File: src/rtl/adc_sequencer.sv
// adc_sequencer: sclk generation, round sequencing and per-channel
// averaging around the ADC SPI master.
module adc_sequencer #(
  parameter int CLK_DIV       = 8,
  parameter int START_SCLKS   = 2,
  parameter int TIMEOUT_SCLKS = 24,
  parameter int ROUND_SCLKS   = 32,
  parameter int AVG_LOG2      = 2,
  parameter int DUAL          = 1
) (
  input  logic       clk,
  input  logic       reset,
  input  logic       enable,
  input  logic       ncs,
  input  logic [9:0] voltage,
  output logic       sclk,
  output logic       start,
  output logic       channel,
  output logic [9:0] ch0_avg,
  output logic [9:0] ch1_avg,
  output logic       ch0_valid,
  output logic       ch1_valid,
  output logic       frame_err
);

  localparam int DW = (CLK_DIV > 2) ? $clog2(CLK_DIV) : 1;
  localparam int RW = $clog2(ROUND_SCLKS + 1);
  localparam int AW = 10 + AVG_LOG2;
  localparam int CW = AVG_LOG2 + 1;
  localparam int NS = 1 << AVG_LOG2;

  localparam logic [DW-1:0] DIV_END_C = DW'(CLK_DIV - 1);
  localparam logic [RW-1:0] START_C   = RW'(START_SCLKS);
  localparam logic [RW-1:0] TMO_C     = RW'(TIMEOUT_SCLKS);
  localparam logic [RW-1:0] ROUND_C   = RW'(ROUND_SCLKS);
  localparam logic [CW-1:0] FULL_C    = CW'(NS);

  typedef enum logic [2:0] {
    S_FLUSH,
    S_IDLE,
    S_LAUNCH,
    S_CONVERT,
    S_GAP
  } state_t;

  logic [DW-1:0] div_q, div_d;
  logic          sclk_q, sclk_d;
  logic          div_end;
  logic          sclk_rise;

  logic ncs_s1_q, ncs_s2_q, ncs_s3_q;
  logic ncs_rise;

  state_t        state_q, state_d;
  logic [RW-1:0] rnd_q, rnd_d;
  logic [RW-1:0] rnd_inc;
  logic          seen_low_q, seen_low_d;
  logic          chan_q, chan_d;
  logic          capture;
  logic          timeout;

  logic [AW-1:0] acc0_q, acc0_d;
  logic [AW-1:0] acc1_q, acc1_d;
  logic [CW-1:0] cnt0_q, cnt0_d;
  logic [CW-1:0] cnt1_q, cnt1_d;
  logic [9:0]    avg0_q, avg0_d;
  logic [9:0]    avg1_q, avg1_d;
  logic          v0_q, v0_d;
  logic          v1_q, v1_d;
  logic          ferr_q, ferr_d;

  logic [AW-1:0] sum;
  logic [CW-1:0] cnt_inc;
  logic          full;

  assign div_end   = (div_q == DIV_END_C);
  assign sclk_rise = div_end & ~sclk_q;
  assign ncs_rise  = ncs_s2_q & ~ncs_s3_q;
  assign rnd_inc   = rnd_q + 1'b1;

  // Free-running divider: sclk toggles every CLK_DIV clocks.
  always_comb begin
    div_d  = div_q + 1'b1;
    sclk_d = sclk_q;
    if (div_end) begin
      div_d  = '0;
      sclk_d = ~sclk_q;
    end
  end

  // Divider, sclk and ncs synchronizer registers.
  always_ff @(posedge clk) begin
    if (reset) begin
      div_q    <= '0;
      sclk_q   <= 1'b0;
      ncs_s1_q <= 1'b0;
      ncs_s2_q <= 1'b0;
      ncs_s3_q <= 1'b0;
    end else begin
      div_q    <= div_d;
      sclk_q   <= sclk_d;
      ncs_s1_q <= ncs;
      ncs_s2_q <= ncs_s1_q;
      ncs_s3_q <= ncs_s2_q;
    end
  end

  // Round sequencer: next state, round counter and capture decision.
  always_comb begin
    state_d    = state_q;
    rnd_d      = rnd_q;
    seen_low_d = seen_low_q;
    chan_d     = chan_q;
    capture    = 1'b0;
    timeout    = 1'b0;
    unique case (state_q)
      S_FLUSH: begin
        if (sclk_rise) begin
          rnd_d = rnd_inc;
          if (rnd_inc == ROUND_C) begin
            rnd_d   = '0;
            state_d = S_IDLE;
          end
        end
      end
      S_IDLE: begin
        if (sclk_rise && enable) begin
          rnd_d      = '0;
          seen_low_d = 1'b0;
          state_d    = S_LAUNCH;
        end
      end
      S_LAUNCH: begin
        if (sclk_rise) begin
          rnd_d = rnd_inc;
          if (rnd_inc == START_C) begin
            state_d = S_CONVERT;
          end
        end
      end
      S_CONVERT: begin
        if (!ncs_s2_q) begin
          seen_low_d = 1'b1;
        end
        if (sclk_rise) begin
          rnd_d = rnd_inc;
        end
        if (ncs_rise && seen_low_q) begin
          capture = 1'b1;
          state_d = S_GAP;
        end else if (sclk_rise && rnd_inc == TMO_C) begin
          timeout = 1'b1;
          state_d = S_GAP;
        end
      end
      S_GAP: begin
        if (sclk_rise) begin
          rnd_d = rnd_inc;
          if (rnd_inc == ROUND_C) begin
            if (DUAL != 0) begin
              chan_d = ~chan_q;
            end
            rnd_d      = '0;
            seen_low_d = 1'b0;
            state_d    = enable ? S_LAUNCH : S_IDLE;
          end
        end
      end
      default: begin
        state_d = S_FLUSH;
        rnd_d   = '0;
      end
    endcase
  end

  // Sequencer state registers.
  always_ff @(posedge clk) begin
    if (reset) begin
      state_q    <= S_FLUSH;
      rnd_q      <= '0;
      seen_low_q <= 1'b0;
      chan_q     <= 1'b0;
    end else begin
      state_q    <= state_d;
      rnd_q      <= rnd_d;
      seen_low_q <= seen_low_d;
      chan_q     <= chan_d;
    end
  end

  assign sum     = (chan_q ? acc1_q : acc0_q) + AW'(voltage);
  assign cnt_inc = (chan_q ? cnt1_q : cnt0_q) + 1'b1;
  assign full    = (cnt_inc == FULL_C);

  // Accumulate captured samples; publish the average on a full block.
  always_comb begin
    acc0_d = acc0_q;
    acc1_d = acc1_q;
    cnt0_d = cnt0_q;
    cnt1_d = cnt1_q;
    avg0_d = avg0_q;
    avg1_d = avg1_q;
    v0_d   = 1'b0;
    v1_d   = 1'b0;
    ferr_d = timeout;
    if (capture && !chan_q) begin
      if (full) begin
        avg0_d = sum[AW-1:AVG_LOG2];
        acc0_d = '0;
        cnt0_d = '0;
        v0_d   = 1'b1;
      end else begin
        acc0_d = sum;
        cnt0_d = cnt_inc;
      end
    end
    if (capture && chan_q) begin
      if (full) begin
        avg1_d = sum[AW-1:AVG_LOG2];
        acc1_d = '0;
        cnt1_d = '0;
        v1_d   = 1'b1;
      end else begin
        acc1_d = sum;
        cnt1_d = cnt_inc;
      end
    end
  end

  // Accumulator, average and strobe registers.
  always_ff @(posedge clk) begin
    if (reset) begin
      acc0_q <= '0;
      acc1_q <= '0;
      cnt0_q <= '0;
      cnt1_q <= '0;
      avg0_q <= '0;
      avg1_q <= '0;
      v0_q   <= 1'b0;
      v1_q   <= 1'b0;
      ferr_q <= 1'b0;
    end else begin
      acc0_q <= acc0_d;
      acc1_q <= acc1_d;
      cnt0_q <= cnt0_d;
      cnt1_q <= cnt1_d;
      avg0_q <= avg0_d;
      avg1_q <= avg1_d;
      v0_q   <= v0_d;
      v1_q   <= v1_d;
      ferr_q <= ferr_d;
    end
  end

  assign sclk      = sclk_q;
  assign start     = (state_q == S_LAUNCH);
  assign channel   = chan_q;
  assign ch0_avg   = avg0_q;
  assign ch1_avg   = avg1_q;
  assign ch0_valid = v0_q;
  assign ch1_valid = v1_q;
  assign frame_err = ferr_q;

endmodule
File: config.mk
export PLATFORM = sky130hd
export DESIGN_NAME = adc_sequencer
export DESIGN_NICKNAME = d
export VERILOG_FILES = /design/src/rtl/adc_sequencer.sv
export SDC_FILE = /design/constraint.sdc
export NUM_CORES = 1
export LEC_CHECK = 0
export BUFFER_PORTS_ARGS = -buffer_cell sky130_fd_sc_hd__clkbuf_2
export CAP_MARGIN = 20
export CORE_AREA = 2 2 106 108
export CTS_CLUSTER_SIZE = 14
export DETAILED_ROUTE_END_ITERATION = 10
export DIE_AREA = 0 0 108 110
export SYNTH_ARGS = -nofsm -noshare
export SYNTH_HDL_FRONTEND = slang
export SYNTH_SLANG_ARGS = --single-unit
File: constraint.sdc
create_clock -name clk -period 4.1 [get_ports clk]
set_clock_uncertainty 0.1 [all_clocks]
set_input_delay 0.615 -clock clk [delete_from_list [all_inputs] [get_ports clk]]
set_output_delay 0.615 -clock clk [all_outputs]
set_load 0.01 [all_outputs]
==> impl_metrics.py, run 1 <==
metrics = {
    "outcome": {
        "status": "complete, no violations",
    },
    "pwr": {
        "ir_worst_vdd_uv": 182,
        "finalPower_mw": 1.32,
        "power_density_nw_per_um2": 313,
        "leakagePower_nw": 1.60,
    },
    "placement": {
        "hpwl_mm": 6.55,
        "io_buffers": 39,
        "dp_slack_ns": 0.907,
        "gp_congestion": 0.861,
        "place_inst": 594,
        "place_area_um2": 4030,
    },
    "logic_synthesis": {
        "synth-seq-area-share_pct": 37.9,
        "synth_fp_nets": 465,
        "synth_edf_count": 0,
        "synth_cells": 434,
        "synth.avg_cell_area_um2": 8.63,
        "synth_top_area_share_pct": 37.9,
        "synthFlopType": "dfxtp_1",
        "synth_top_cell_by_area": "dfxtp_1",
        "yosys_register_bits": 71,
        "netlist_area_um2": 3750,
        "synth_common_cells": "71 x dfxtp_1, 49 x nand2_1, 48 x a21oi_1",
        "synth.area.top_cells": "dfxtp_1 38%, a21oi_1 6.4%, ha_1 5.3%, nand2_1 4.9%, mux2_2 3.6%",
        "ys_types": 57,
        "async_flop_share_pct": 0,
        "yosysMostFrequentCell": "dfxtp_1",
        "yosysWarnings": 0,
    },
    "floorplanning": {
        "coreArea_um2": 10700,
        "die_w_um": 108,
        "rows": 38,
        "io_pins": 40,
        "initial_utilization_pct": 35.0,
        "die_h_um": 110,
        "die-area_um2": 11900,
    },
    "worst_setup_path": {
        "path_max_fanout": 8,
        "end_kind": "flip-flop",
        "critPathLaunchType": "flip-flop",
        "critPathKind": "reg2reg",
        "r2r_setup_slack_ns": 0.85,
        "arrival_ns": 3.40,
        "crit_required_ns": 4.26,
    },
    "sta": {
        "fin_tns_setup_ns": 0,
        "fin_crit_ns": 3.25,
        "rsz0062_at_grt": "no",
        "setup_viol": 0,
        "tightest_slew_ns": 0.968,
        "hold_violations": 0,
        "maxSlewViolCount": 0,
        "timing.fmax_mhz": 308,
        "whs_ns": 0.327,
        "slew_headroom_pct": 35.4,
        "fin_ws_ns": 0.854,
        "period_share_pct": 79.2,
    },
    "global_routing": {
        "grt.overflow.total": 0,
        "antenna_found_initial": 0,
        "grt_pass1_vias": 3067,
        "grt_use_total_pct": 16.7,
        "grt_max_degree": 52,
        "grt_pass1_wl_mm": 15.3,
    },
    "detailed_routing": {
        "routed_wl_mm": 9.43,
        "viasPerCell": 5.26,
        "drt-initial-drc-count": 201,
        "drc": 0,
        "final_antenna_net_count": 0,
        "dr.pass1.iters": 4,
        "vias": 3209,
        "wl_per_cell_um": 15.5,
    },
    "job": {
        "maxCapViolations": 0,
    },
    "clocking": {
        "htreeDepth": 3,
        "post_cts_buffers": 0,
        "cts-root-buf": "clkbuf_8",
        "cts_buffers": 9,
        "cts_tree": "yes",
        "cts_resized": 0,
        "hold_buffers": 0,
        "clock_insertion_delay_worst_skew_ns": 0.36,
        "clk_pin_slew_ns": 0.08,
        "cts.sinks": 71,
        "clockBufferDepth": 2,
    },
    "cells_and_area": {
        "drive_gt1_share_pct": 17.4,
        "area_growth_pct": 12.6,
        "final_cells": 610,
        "fin_area_um2": 4220,
        "num_antenna_cells": 0,
        "postLayoutCoreUtil_pct": 39.4,
        "nets": 496,
    },
    "hold_path": {
        "hold_path.class": "reg2reg",
    },
}
[critical path: stages (launching register included)]
cell and delay, ns:
dfxtp_1 0.50, mux2_2 0.39, ha_1 0.23, fa_1 0.44, a211oi_1 0.32, o21bai_1 0.14
a2111oi_0 0.45, nor3_1 0.24, o311ai_0 0.33
[cell usage in the layout, fill, tap and decap left out, types with 2 or more instances in the layout]
cell type  instances
xnor2_1           11
o21ai_0           19
o21a_1             3
o311ai_1           3
nand3b_1          15
nor2_4             2
clkbuf_2          39
a211oi_2           2
clkinv_2           3
a2bb2oi_1          2
mux2_2            12
nand4_1            2
o31ai_1            5
a211oi_1           6
a21oi_1           48
o32ai_1            2
buf_4              2
a22oi_1            4
dfxtp_1           71
or3_1              9
a21o_1             7
nor2b_1           11
nand2_1           49
a211o_1            2
nor3b_1            2
mux2i_1            3
inv_1              9
a221oi_1           2
clkbuf_8          10
nor3_4             2
nand3_1           25
nor2_1            35
nor3_1             3
ha_1              16
nand2b_1           8
clkbuf_1           2
[power breakdown]
part	leakage (nW)	internal (mW)	switching, mW
Clock	0.100	0.295	0.262
Sequential	0.573	0.694	0.00600
Combinational	0.931	0.0239	0.0393
Total	1.60	1.01	0.307
[flip-flops by register name (all words and copies together) (netlist names), 3 cells and up]
register / flops
acc0_q: 12
acc1_q: 12
ch0_avg: 10
ch1_avg: 10
cnt0_q: 3
cnt1_q: 3
div_q: 3
rnd_q: 6
state_q: 3
[routing by layer]
metal	track usage, %	up-vias	part of all wire [%]
li1	-	1619	-
met1	22.1	1498	47
met2	25.8	79	46
met3	4.47	13	5.8
met4	7.14	0	1.8
met5	0	-	0
[cells by family after synthesis]
family | count (synthesis) | synth area share [%]
and+or+nand+nor | 170 | 23.9
adders and majority gates | 17 | 5.88
muxes | 17 | 5.41
buffers and inverters | 30 | 3.71
xor gates and xnor gates | 12 | 2.80
DFF | 71 | 37.9
AOI/OAI and AO/OA | 117 | 20.4
[final cells by class]
cell class | count | area (µm²)
repair buffers | 41 | 210
clock inverters | 4 | 45.0
multi-input cells | 333 | 2190
flip-flops and latches | 71 | 1420
clock buffers | 12 | 145
fillers | 1117 | 6480
inverters | 9 | 33.8
well taps | 140 | 175
[path summary, 6_finish.rpt]
kind            start         to  cells after the start
max           channel  acc1_q[8]                      8
min reg2reg  div_q[0]   div_q[0]                      1
max reg2reg   channel  acc1_q[8]                      8
min          div_q[0]   div_q[0]                      1
(Power assumes the default switching activity.)
==> run 2: changes to the inputs <==
- clock period: 4.1 -> 2.75 ns (I/O delays scaled with it)
==> impl_metrics.py, run 2 (synthesis results as in run 1) <==
metrics = {
    "detailed_routing": {
        "wl_per_cell_um": 15.7,
        "drt-initial-drc-count": 168,
        "final_antenna_net_count": 0,
        "viasPerCell": 5.23,
        "vias": 3351,
        "dr.pass1.iters": 4,
        "drc": 0,
        "routed_wl_mm": 10.1,
    },
    "sta": {
        "fin_tns_setup_ns": 0,
        "timing.fmax_mhz": 376,
        "fin_crit_ns": 2.66,
        "maxSlewViolCount": 0,
        "slew_headroom_pct": 45.6,
        "hold_violations": 0,
        "setup_viol": 0,
        "fin_ws_ns": 0.0915,
        "period_share_pct": 96.7,
        "rsz0062_at_grt": "yes",
        "tightest_slew_ns": 0.793,
    },
    "outcome": {
        "status": "complete, no violations",
    },
    "cells_and_area": {
        "num_antenna_cells": 0,
        "final_common_cell": "dfxtp_1",
        "biggestRegsByFlops": "acc0_q x12, acc1_q x12",
        "fin_area_um2": 4550,
        "drive_gt1_share_pct": 25.1,
        "final_cell_mix": "70 x dfxtp_1, 49 x nand2_1, 45 x a21oi_1, 39 x clkbuf_2, 35 x nor2_1",
        "final_cells": 641,
        "area_growth_pct": 21.5,
        "nets": 528,
    },
    "clocking": {
        "cts_buffers": 9,
        "hold_buffers": 0,
        "clockBufferDepth": 2,
        "cts-root-buf": "clkbuf_8",
        "clock_insertion_delay_worst_skew_ns": 0.36,
        "cts.sinks": 71,
        "clk_pin_slew_ns": 0.07,
        "htreeDepth": 3,
        "cts_tree": "yes",
    },
    "global_routing": {
        "grt_pass1_vias": 3092,
        "antenna_found_initial": 0,
        "grt.overflow.total": 0,
        "grt_max_degree": 40,
        "grt_pass1_wl_mm": 15.5,
        "grt_use_total_pct": 17.0,
    },
    "pwr": {
        "leakagePower_nw": 1.75,
        "power_density_nw_per_um2": 413,
        "ir_worst_vdd_uv": 165,
    },
    "job": {
        "maxCapViolations": 0,
    },
    "placement": {
        "place_area_um2": 4270,
        "gp_congestion": 0.928,
        "hpwl_mm": 7.12,
        "io_buffers": 39,
        "dp_slack_ns": -0.0196,
        "place_inst": 621,
    },
    "floorplanning": {
        "die-area_um2": 11900,
        "coreArea_um2": 10700,
        "rows": 38,
        "initial_utilization_pct": 35.0,
        "die_w_um": 108,
        "io_pins": 40,
        "die_h_um": 110,
    },
    "worst_setup_path": {
        "r2r-end": "acc0_q[10]",
        "path_max_fanout": 6,
        "crit_required_ns": 2.92,
        "r2r_setup_slack_ns": 0.09,
        "end_kind": "flip-flop",
        "rr_startpoint": "channel",
        "critPathKind": "reg2reg",
        "reg2regPathDepth": 9,
        "arrival_ns": 2.83,
        "critPathLaunchType": "flip-flop",
    },
    "hold_path": {
        "holdPathStages": 2,
        "hold_path.class": "in2reg",
        "min_to": "ncs_s1_q",
        "min_from": "ncs",
    },
}
## run 2: cell count changes in the layout (fill, tap and decap cells not counted), moves of 3 or more
cell | before | now
buf_4 | 2 | 32
ha_1 | 16 | 12
a21oi_1 | 48 | 45
a21oi_2 | 0 | 3
## run 2: cell type report
class,count,area [µm²]
clock buffer,14,153
clock inverter,1,5.00
fill,1094,6150
inverter,9,33.8
multi-input combinational,334,2310
sequential,71,1430
tap,140,175
timing repair buffer,72,447
## run 2: through the flow
step           utilization (%)  total power [mW]  hold WS (ns)
2_1_floorplan                -              1.13         0.304
3_3_place_gp              39.9              1.17         0.313
3_5_place_dp              39.9              1.18         0.329
4_1_cts                   41.4              1.90         0.175
5_1_grt                   42.5              1.96         0.207
6_report                  42.5              1.88         0.186
## run 2: how the worst max path moves through the flow
stage	slack [ns]	from	to	cells past startpoint
detailed placement	-0.02	channel	acc1_q[11]	8
CTS	0.04	channel	acc0_q[9]	9
finish	0.09	channel	acc0_q[10]	9
global route	-0.05	channel	acc0_q[10]	11
floorplan	0.007	channel	acc0_q[10]	11
global placement	0.07	channel	ch1_avg[7]	8
## run 2: timing repair
action	in CTS	in global routing
buffers inserted	0	4
pin swaps	0	10
endpoints found under the setup margin	3	21
gates cloned	0	1
gates resized for setup	1	14
## run 2: power by group
part / switching, mW / internal, mW
Combinational: 0.0658 / 0.0462
Sequential: 0.00901 / 1.03
Clock: 0.375 / 0.348
## run 2: per-layer routing
layer / track usage (%) / vias up / part of all wire (%)
li1: - / 1674 / -
met1: 23.1 / 1591 / 47
met2: 26.8 / 71 / 46
met3: 3.47 / 15 / 4.9
met4: 6.32 / 0 / 1.6
met5: 0 / - / 0
## run 2: critical path, stage by stage, from the launching register on
cell	delay, ns
dfxtp_4	0.42
mux2_4	0.33
ha_4	0.17
fa_2	0.34
a211oi_2	0.26
o21ai_1	0.12
a221oi_2	0.35
xor2_1	0.22
nand3_1	0.12
a21oi_2	0.15
